$ cat config.mk
export PLATFORM = sky130hd
export DESIGN_NAME = selector_sequencer
export DESIGN_NICKNAME = d
export VERILOG_FILES = /design/src/rtl/selector_pkg.sv /design/src/rtl/sel_cmd_fifo.sv /design/src/rtl/selector_sequencer.sv
export SDC_FILE = /design/constraint.sdc
export NUM_CORES = 1
export LEC_CHECK = 0
export ABC_AREA = 1
export CAP_MARGIN = 20
export CORE_AREA = 2 2 75 77
export CTS_CLUSTER_DIAMETER = 80
export DETAILED_ROUTE_END_ITERATION = 8
export DIE_AREA = 0 0 77 79
export PLACE_DENSITY = 0.68
export SLEW_MARGIN = 0
export SYNTH_ARGS = -nofsm -noshare
export SYNTH_HDL_FRONTEND = slang
export SYNTH_HIERARCHICAL = 1
export SYNTH_SLANG_ARGS = --single-unit
export TNS_END_PERCENT = 100
$ cat constraint.sdc
create_clock -name clock -period 3.3 [get_ports clock]
set_clock_uncertainty 0.15 [all_clocks]
set_input_delay 0.99 -clock clock [delete_from_list [all_inputs] [get_ports clock]]
set_output_delay 0.99 -clock clock [all_outputs]
set_load 0.01 [all_outputs]
$ cat src/rtl/selector_pkg.sv
`default_nettype none
// +----------------------------------------------------------------------+
// | Module : selector_pkg                                                |
// | Desc   : Shared widths, command struct and issuer state encoding for |
// |          the selector sequencer and the downstream case stage.       |
// | Rev    : 1.0  initial release                                        |
// +----------------------------------------------------------------------+
package selector_pkg;

   localparam int SEL_W   = 3;
   localparam int CNT_W   = 4;
   localparam int MAX_SEL = 6;

   typedef struct packed {
      logic [SEL_W-1:0] sel;
      logic [CNT_W-1:0] count;
   } sel_cmd_t;

   typedef enum logic [0:0] {
      IDLE  = 1'b0,
      ISSUE = 1'b1
   } issue_state_e;

endpackage
`default_nettype wire

$ cat src/rtl/sel_cmd_fifo.sv
`default_nettype none
// +----------------------------------------------------------------------+
// | Module : sel_cmd_fifo                                                |
// | Desc   : Synchronous DEPTH-entry FIFO holding selector commands.     |
// |          Push is ignored when full, pop is ignored when empty.       |
// | Ports  : clock, reset    - clock / synchronous active-high reset     |
// |          push, wdata     - write request and data                    |
// |          pop, rdata      - read request, head-of-queue data          |
// |          full, empty     - occupancy status                          |
// |          level           - current occupancy (0..DEPTH)              |
// | Rev    : 1.0  initial release                                        |
// +----------------------------------------------------------------------+
module sel_cmd_fifo #(
   parameter int DEPTH = 4,
   parameter int W     = 7
) (
   input  logic                     clock,
   input  logic                     reset,
   input  logic                     push,
   input  logic [W-1:0]             wdata,
   input  logic                     pop,
   output logic [W-1:0]             rdata,
   output logic                     full,
   output logic                     empty,
   output logic [$clog2(DEPTH):0]   level
);

   localparam int PTR_W = $clog2(DEPTH);

   logic [W-1:0]     mem_q [DEPTH];
   logic [W-1:0]     mem_d [DEPTH];
   logic [PTR_W-1:0] wr_ptr_q, wr_ptr_d;
   logic [PTR_W-1:0] rd_ptr_q, rd_ptr_d;
   logic [PTR_W:0]   level_q, level_d;
   logic             do_push, do_pop;

   assign full    = (level_q == (PTR_W+1)'(DEPTH));
   assign empty   = (level_q == '0);
   assign level   = level_q;
   assign rdata   = mem_q[rd_ptr_q];
   assign do_push = push && !full;
   assign do_pop  = pop && !empty;

   always_comb begin
      mem_d    = mem_q;
      wr_ptr_d = wr_ptr_q;
      rd_ptr_d = rd_ptr_q;
      level_d  = level_q;
      if (do_push) begin
         mem_d[wr_ptr_q] = wdata;
         wr_ptr_d        = wr_ptr_q + PTR_W'(1);
      end
      if (do_pop) begin
         rd_ptr_d = rd_ptr_q + PTR_W'(1);
      end
      // Simultaneous push and pop leaves occupancy unchanged.
      case ({do_push, do_pop})
         2'b10:   level_d = level_q + (PTR_W+1)'(1);
         2'b01:   level_d = level_q - (PTR_W+1)'(1);
         default: level_d = level_q;
      endcase
   end

   always_ff @(posedge clock) begin
      if (reset) begin
         wr_ptr_q <= '0;
         rd_ptr_q <= '0;
         level_q  <= '0;
      end else begin
         wr_ptr_q <= wr_ptr_d;
         rd_ptr_q <= rd_ptr_d;
         level_q  <= level_d;
      end
   end

   // Storage needs no reset: occupancy alone decides which entries are live.
   always_ff @(posedge clock) begin
      mem_q <= mem_d;
   end

endmodule
`default_nettype wire

$ cat src/rtl/selector_sequencer.sv
`default_nettype none
// +----------------------------------------------------------------------+
// | Module : selector_sequencer                                          |
// | Desc   : Accepts (selector, repeat-count) commands, buffers them and |
// |          issues one selector per cycle to a never-stalling stage.    |
// | Ports  : clock, reset            - clock / sync active-high reset    |
// |          in_valid/in_ready       - command handshake                 |
// |          in_sel, in_count        - selector and repeat count         |
// |          out_valid, out_sel      - registered selector stream        |
// |          err_bad_sel             - sticky out-of-range flag          |
// |          level                   - FIFO occupancy                    |
// | Rev    : 1.0  initial release                                        |
// +----------------------------------------------------------------------+
module selector_sequencer #(
   parameter int DEPTH   = 4,
   parameter int SEL_W   = selector_pkg::SEL_W,
   parameter int CNT_W   = selector_pkg::CNT_W,
   parameter int MAX_SEL = selector_pkg::MAX_SEL
) (
   input  logic                     clock,
   input  logic                     reset,
   input  logic                     in_valid,
   input  logic [SEL_W-1:0]         in_sel,
   input  logic [CNT_W-1:0]         in_count,
   output logic                     in_ready,
   output logic                     out_valid,
   output logic [SEL_W-1:0]         out_sel,
   output logic                     err_bad_sel,
   output logic [$clog2(DEPTH):0]   level
);

   import selector_pkg::*;

   localparam logic [SEL_W-1:0] MAX_SEL_C = SEL_W'(MAX_SEL);

   logic                     fifo_full, fifo_empty;
   logic                     transfer, bad_sel, push, pop;
   logic [SEL_W+CNT_W-1:0]   head;
   logic [SEL_W-1:0]         head_sel;
   logic [CNT_W-1:0]         head_count;

   issue_state_e             state_q, state_d;
   logic [CNT_W-1:0]         remaining_q, remaining_d;
   logic                     out_valid_q, out_valid_d;
   logic [SEL_W-1:0]         out_sel_q, out_sel_d;
   logic                     err_q, err_d;

   // Ready looks only at registered occupancy; it is held low during reset
   // so nothing is accepted before the FIFO state is known.
   assign in_ready = !reset && !fifo_full;
   assign transfer = in_valid && in_ready;
   assign bad_sel  = (in_sel > MAX_SEL_C);
   assign push     = transfer && !bad_sel && (in_count != '0);

   assign {head_sel, head_count} = head;

   sel_cmd_fifo #(
      .DEPTH (DEPTH),
      .W     (SEL_W + CNT_W)
   ) u_fifo (
      .clock (clock),
      .reset (reset),
      .push  (push),
      .wdata ({in_sel, in_count}),
      .pop   (pop),
      .rdata (head),
      .full  (fifo_full),
      .empty (fifo_empty),
      .level (level)
   );

   always_comb begin
      state_d     = state_q;
      remaining_d = remaining_q;
      out_valid_d = out_valid_q;
      out_sel_d   = out_sel_q;
      err_d       = err_q | (transfer & bad_sel);
      pop         = 1'b0;
      case (state_q)
         IDLE: begin
            if (!fifo_empty) begin
               pop         = 1'b1;
               state_d     = ISSUE;
               remaining_d = head_count;
               out_valid_d = 1'b1;
               out_sel_d   = head_sel;
            end
         end
         ISSUE: begin
            if (remaining_q == CNT_W'(1)) begin
               // Last cycle of this command: chain the next one with no
               // bubble when available, otherwise fall back to IDLE.
               if (!fifo_empty) begin
                  pop         = 1'b1;
                  remaining_d = head_count;
                  out_sel_d   = head_sel;
               end else begin
                  state_d     = IDLE;
                  out_valid_d = 1'b0;
                  out_sel_d   = '0;
               end
            end else begin
               remaining_d = remaining_q - CNT_W'(1);
            end
         end
         default: begin
            state_d     = IDLE;
            out_valid_d = 1'b0;
            out_sel_d   = '0;
         end
      endcase
   end

   always_ff @(posedge clock) begin
      if (reset) begin
         state_q     <= IDLE;
         remaining_q <= '0;
         out_valid_q <= 1'b0;
         out_sel_q   <= '0;
         err_q       <= 1'b0;
      end else begin
         state_q     <= state_d;
         remaining_q <= remaining_d;
         out_valid_q <= out_valid_d;
         out_sel_q   <= out_sel_d;
         err_q       <= err_d;
      end
   end

   assign out_valid   = out_valid_q;
   assign out_sel     = out_sel_q;
   assign err_bad_sel = err_q;

endmodule
`default_nettype wire
==> results of run 1 <==
[sequential cells by signal, indices dropped and copies added (netlist names)]
| register | count |
|---|---|
| err_bad_sel | 1 |
| out_sel | 3 |
| out_valid | 1 |
| remaining_q | 4 |
| state_q | 1 |
| u_fifo/level | 3 |
| u_fifo/mem_q | 28 |
| u_fifo/rd_ptr_q | 2 |
| u_fifo/wr_ptr_q | 2 |
[stage by stage]
| stage | std cells | utilization, % | hold slack, ns | total power (W) |
|---|---|---|---|---|
| after floorplan | 212 | - | 0.2811 | 0.001249 |
| after global placement | 306 | 43.67 | 0.3103 | 0.001405 |
| after detailed placement | 306 | 43.67 | 0.3198 | 0.001418 |
| after CTS | 314 | 45.36 | 0.3345 | 0.001760 |
| after global routing | 314 | 45.36 | 0.3542 | 0.001875 |
| final | 314 | 45.36 | 0.3298 | 0.001741 |
[worst max-delay path, delay by kind of cell]
family                 cells  cell delay, ns
buffers and inverters      2            0.99
AND/OR/NAND/NOR            1            0.10
[layout make-up]
class | instances | area share [%]
Multi-Input combinational cell | 135 | 29.10
Tap cell | 72 | 3.721
Clock buffer | 5 | 2.842
Sequential cell | 45 | 48.79
Timing Repair Buffer | 27 | 10.23
Inverter | 27 | 4.444
Clock inverter | 3 | 0.8786
[per-layer routing]
| metal | routed length (um) | vias up | share of wire (%) |
|---|---|---|---|
| met2 | 1641 | 35 | 46 |
| met1 | 1681 | 623 | 47 |
| met5 | 0 | - | 0 |
| met3 | 220 | 2 | 6.2 |
| li1 | - | 766 | - |
| met4 | 25 | 0 | 0.70 |
[cell usage after synthesis (all sizes together)]
master  count
a21oi      13
and3        1
buf         5
clkinv      1
dfxtp      17
edfxtp     28
fa          1
ha          7
inv        26
nand2      35
nand3      15
nor2       34
nor3b       1
o21ai      20
o22ai       7
xor2        1
[cells by family after synthesis]
group | after synthesis | synth area share (%)
compound gates | 40 | 10.38
buf+inv | 32 | 7.997
simple gates | 86 | 18.32
xor+xnor | 1 | 0.4274
flops | 45 | 57.63
fa+ha+maj | 8 | 5.250
[worst min path at each step]
stage                                    startpoint                        end  slack, ns  cells past startpoint
after floorplan           remaining_q[0]$_SDFF_PP0_  remaining_q[0]$_SDFF_PP0_       0.28                      1
after global placement       out_valid$_SDFFE_PP0P_     out_valid$_SDFFE_PP0P_       0.31                      2
after detailed placement     err_bad_sel$_SDFF_PP0_     err_bad_sel$_SDFF_PP0_       0.32                      2
after CTS                 remaining_q[0]$_SDFF_PP0_  remaining_q[0]$_SDFF_PP0_       0.33                      1
after global routing      remaining_q[0]$_SDFF_PP0_  remaining_q[0]$_SDFF_PP0_       0.35                      1
final                        out_valid$_SDFFE_PP0P_     out_valid$_SDFFE_PP0P_       0.33                      2
[power groups by stage]
stage               clock [W]  combinational [W]  sequential [W]
detailed placement          0           0.000640        0.000778
global route         0.000373           0.000725        0.000777
floorplan                   0           0.000495        0.000755
global placement            0           0.000629        0.000776
finish               0.000343           0.000634        0.000764
CTS                  0.000353           0.000642        0.000765
==> metrics.yaml, run 1 <==
grt:
  grt_use_met2_pct: 19.74
  global_route.usage.met3_pct: 3.523
  grt_usage_pct: 12.79
  antenna_found_initial: 0
  grt_max_degree: 19
  overflow: 0
  grt_pass1_wl_um: 5982
  grt_pass1_vias: 1253
  top_usage_layer: "met2"
  gr-usage-met1_pct: 17.22
floorplan:
  die_area_mm2: 0.006083
  rows: 27
  die-height_um: 79
  io_pins: 19
  initial_core_util_pct: 38.40
  die_width_um: 77
  core_area_mm2: 0.005338
power:
  vdd_drop_max_mv: 0.3039
  internal_power_w: 0.001092
  clkPwrFrac_pct: 19.7
  leakagePower_nw: 0.9608
  pwr-share-seq_pct: 43.9
  p_sw_w: 0.0006489
  swShare_pct: 37.27
  power_frac_comb_pct: 36.4
  powerDensity_mw_per_mm2: 719.1
flow_run:
  cap_violations: 0
timing:
  tightestPinTransition_ns: 0.6479
  min_period_ns: 3.219
  min_period_over_period_pct: 97.55
  grt_setup_unrepaired: "no"
  setup_tns_ns: 0
  setup_violations: 0
  report.final.slew_viol_count: 0
  fmax_mhz: 310.7
  slew_headroom_pct: 56.74
  hold_violations: 0
  setup_ws_ns: 0.08096
worst_setup_path:
  critPathArrivalTime_ns: 2.08
  cp-start-kind: "input port"
  worstPathRequired_ns: 2.16
  reg2regPathDepth: 17
  worst_path_max_delay_cell: "clkdlybuf4s50_1"
  timing.rr.start: "u_fifo/level[2]$_SDFFE_PP0P_"
  worstSetupStartpoint: "reset"
  timing.critical_path.mode_cell: "clkdlybuf4s50_1"
  critical_path.max_stage_delay_ns: 0.54
  end_kind: "primary output"
  worst_r2r_endpoint: "u_fifo/level[2]$_SDFFE_PP0P_"
  endpoint: "in_ready"
  cp_max_fo: 3
  r2r_slack_ns: 0.83
  path_cells: "clkdlybuf4s50_1 -> nor2_1 -> clkdlybuf4s50_1"
  path_class: "input port to primary output"
detailed_routing:
  drtIter0Drc: 59
  drc: 0
  drtPass1Iterations: 4
  avgRoutedWirePerCell_um: 11.36
  vias: 1426
  via_per_inst: 4.541
  ant_nets: 0
  wl_um: 3567
synth:
  synth_area_mm2: 0.002049
  synth_area_per_cell_um2: 9.667
  yosys-top-cells-area: "edfxtp_1 (41%), dfxtp_1 (17%), nor2_1 (5.9%)"
  synth_top_area_share_pct: 41.03
  ys_seq_area_share_pct: 57.63
  netlist_instances: 212
  yosysTopAreaCell: "edfxtp_1"
  ys.warnings.count: 6
  synth-seq-cells: 45
  synth_nets: 230
  synthDistinctLibCells: 23
clock_network:
  clock-root-buffer: "clkbuf_8"
  cts_tree: "yes"
  htreeDepth: 2
  cts_hold_buf: 0
  postCtsSetupBuffers: 0
  cts.sinks: 45
  cts_buffers: 5
  clk_pin_slew_ns: 0.08
  clock_path_buffers: 2
  ctsResizeCount: 0
  clkLatencyLatePin_ns: 0.30
finish:
  diodes: 0
  layout_common_cells: "nor2_1 (32), nand2_1 (30), edfxtp_1 (28)"
  regArea_mm2: 0.001181
  final_cell_area_mm2: 0.002421
  layout-drive-gt1-share_pct: 11.57
  syn2layout_area_growth_pct: 18.13
  nFillCells: 533
  layout_commonest_cell: "nor2_1"
  final_nets: 259
  multiInputGateArea_um2: 704.4
placement:
  hpwlAfterDp_um: 2554
  gp_congestion: 0.7976
  placed_area_mm2: 0.002331
  dp_slack_ns: 0.08059
  portBuffers: 18
status:
  outcome: "finished, final reports clean"
min_path:
  hp-class: "flop to flop"
Power figures use the tool's default switching activity.
==> run 2, diff against run 1 <==
- CORE_AREA: 2 2 75 77 -> 2 2 64 66
- DIE_AREA: 0 0 77 79 -> 0 0 66 68
- PLACE_DENSITY: 0.68 -> 0.86
==> metrics.yaml, run 2 (synthesis results as in run 1) <==
detailed_routing:
  vias: 1466  # +2.8%
  drtPass1Iterations: 4  # unchanged
  drc: 0  # unchanged
  wl_um: 3775  # +5.8%
  via_per_inst: 5.073  # +12%
  drtIter0Drc: 82  # +39%
  ant_nets: 0  # unchanged
  avgRoutedWirePerCell_um: 13.06  # +15%
finish:
  regMostFlops: "u_fifo/mem_q"
  largest_register_ffs: 28  # unchanged
  layout_commonest_cell: "nor2_1"
  layout_common_cells: "nor2_1 (32), nand2_1 (30), edfxtp_1 (28)"
  top_regs: "u_fifo/mem_q x28, remaining_q x4"
  nFillCells: 324  # -39%
  diodes: 0  # unchanged
  final_cell_area_mm2: 0.002397  # -0.98%
  syn2layout_area_growth_pct: 16.97
  layout-drive-gt1-share_pct: 10.46  # -1.1 points
  final_nets: 256  # -1.2%
floorplan:
  io_pins: 19  # unchanged
  die_area_mm2: 0.004488  # -26%
  initial_core_util_pct: 53.15  # +15 points
  die-height_um: 68  # -14%
  rows: 23  # -15%
  die_width_um: 66  # -14%
  core_area_mm2: 0.003856  # -28%
power:
  powerDensity_mw_per_mm2: 764.3  # +6.3%
  leakagePower_nw: 0.9582  # -0.26%
  p_total_w: 0.001832  # +5.2%
  vdd_drop_max_mv: 0.3618  # +19%
clock_network:
  ctsResizeCount: 0  # unchanged
  clock_path_buffers: 2  # unchanged
  cts_tree: "yes"
  postCtsSetupBuffers: 0  # unchanged
  clkLatencyLatePin_ns: 0.29  # about the same
  clk_pin_slew_ns: 0.08  # about the same
  cts_hold_buf: 0  # unchanged
  cts_buffers: 5  # unchanged
  htreeDepth: 2  # unchanged
  cts.sinks: 45  # unchanged
  clock-root-buffer: "clkbuf_8"
grt:
  grt_pass1_wl_um: 6120  # +2.3%
  antenna_found_initial: 0  # unchanged
  overflow: 0  # unchanged
  grt_usage_pct: 19.12  # +6.3 points
  grt_pass1_vias: 1362  # +8.7%
  grt_max_degree: 19  # unchanged
min_path:
  hp-class: "flop to flop"
  holdCritStartpoint: "err_bad_sel$_SDFF_PP0_"
timing:
  grt_setup_unrepaired: "no"
  setup_violations: 0  # unchanged
  hold_violations: 0  # unchanged
  report.final.slew_viol_count: 0  # unchanged
  slew_headroom_pct: 56.95  # +0.20 points
  tightestPinTransition_ns: 0.6449  # -0.003020 ns
  setup_tns_ns: 0  # unchanged
  min_period_over_period_pct: 98.86  # +1.3 points
  min_period_ns: 3.262  # +0.04335 ns
  fmax_mhz: 306.5  # -1.3%
flow_run:
  cap_violations: 0  # unchanged
status:
  outcome: "finished, final reports clean"
worst_setup_path:
  timing.rr.start: "u_fifo/level[2]$_SDFFE_PP0P_"
  cp_max_fo: 4  # +1
  worstPathRequired_ns: 2.16  # about the same
  worstSetupStartpoint: "reset"
  end_kind: "primary output"
  cp-start-kind: "input port"
  path_class: "input port to primary output"
  critPathArrivalTime_ns: 2.12  # +0.04 ns
placement:
  gp_congestion: 0.7854  # -1.5%
  hpwlAfterDp_um: 2738  # +7.2%
  portBuffers: 18  # unchanged
  placed_area_mm2: 0.002281  # -2.1%
-- run 2: area by class of cell --
| cell class | count | area (um2) | area share (%) |
|---|---|---|---|
| clock inverters | 1 | 30.03 | 1.253 |
| multi-input cells | 135 | 704.4 | 29.38 |
| flip-flops and latches | 45 | 1181 | 49.27 |
| inverters | 27 | 107.6 | 4.489 |
| clock buffers | 7 | 86.33 | 3.601 |
| repair buffers | 24 | 225.2 | 9.395 |
| well taps | 50 | 62.56 | 2.610 |
-- run 2: stage by stage --
stage / util, % / hold WS, ns / setup WS, ns / cells
6_report: 62.17 / 0.3312 / 0.03762 / 289
5_1_grt: 62.17 / 0.3507 / 0.001014 / 289
4_1_cts: 62.17 / 0.3304 / 0.01862 / 289
3_5_place_dp: 59.15 / 0.3202 / 0.01617 / 281
3_3_place_gp: 59.15 / 0.3055 / 0.06507 / 281
2_1_floorplan: - / 0.2811 / 0.5576 / 212
-- run 2: final timing paths --
kind,to,slack [ns],depth (start not counted)
setup / recovery,in_ready,0.04,3
hold / removal,err_bad_sel$_SDFF_PP0_,0.33,2
setup reg to reg,u_fifo/level[2]$_SDFFE_PP0P_,0.75,16
hold reg to reg,err_bad_sel$_SDFF_PP0_,0.33,2
-- run 2: per-layer routing --
layer	up-vias	global-route usage, %	wire [um]
met2	29	32.70	1899
met1	676	22.53	1667
met3	4	4.934	153
met4	0	9.439	55
met5	-	0	0
li1	757	-	-
-- run 2: where the power goes --
part	leakage [nW]	internal (W)	switching (W)
Sequential	0.393	0.000679	0.0000825
Combinational	0.506	0.000262	0.000387
Clock	0.0585	0.000247	0.000176
-- run 2: worst max-delay path, stage by stage --
cell	delay, ns
clkdlybuf4s50_1	0.46
nor2_1	0.12
clkdlybuf4s50_1	0.55
==> run 3, diff against run 2 <==
- CAP_MARGIN: 20 -> not set
==> results of run 3 <==
No change in the layout: final DEF, timing and power equal those of run 2.
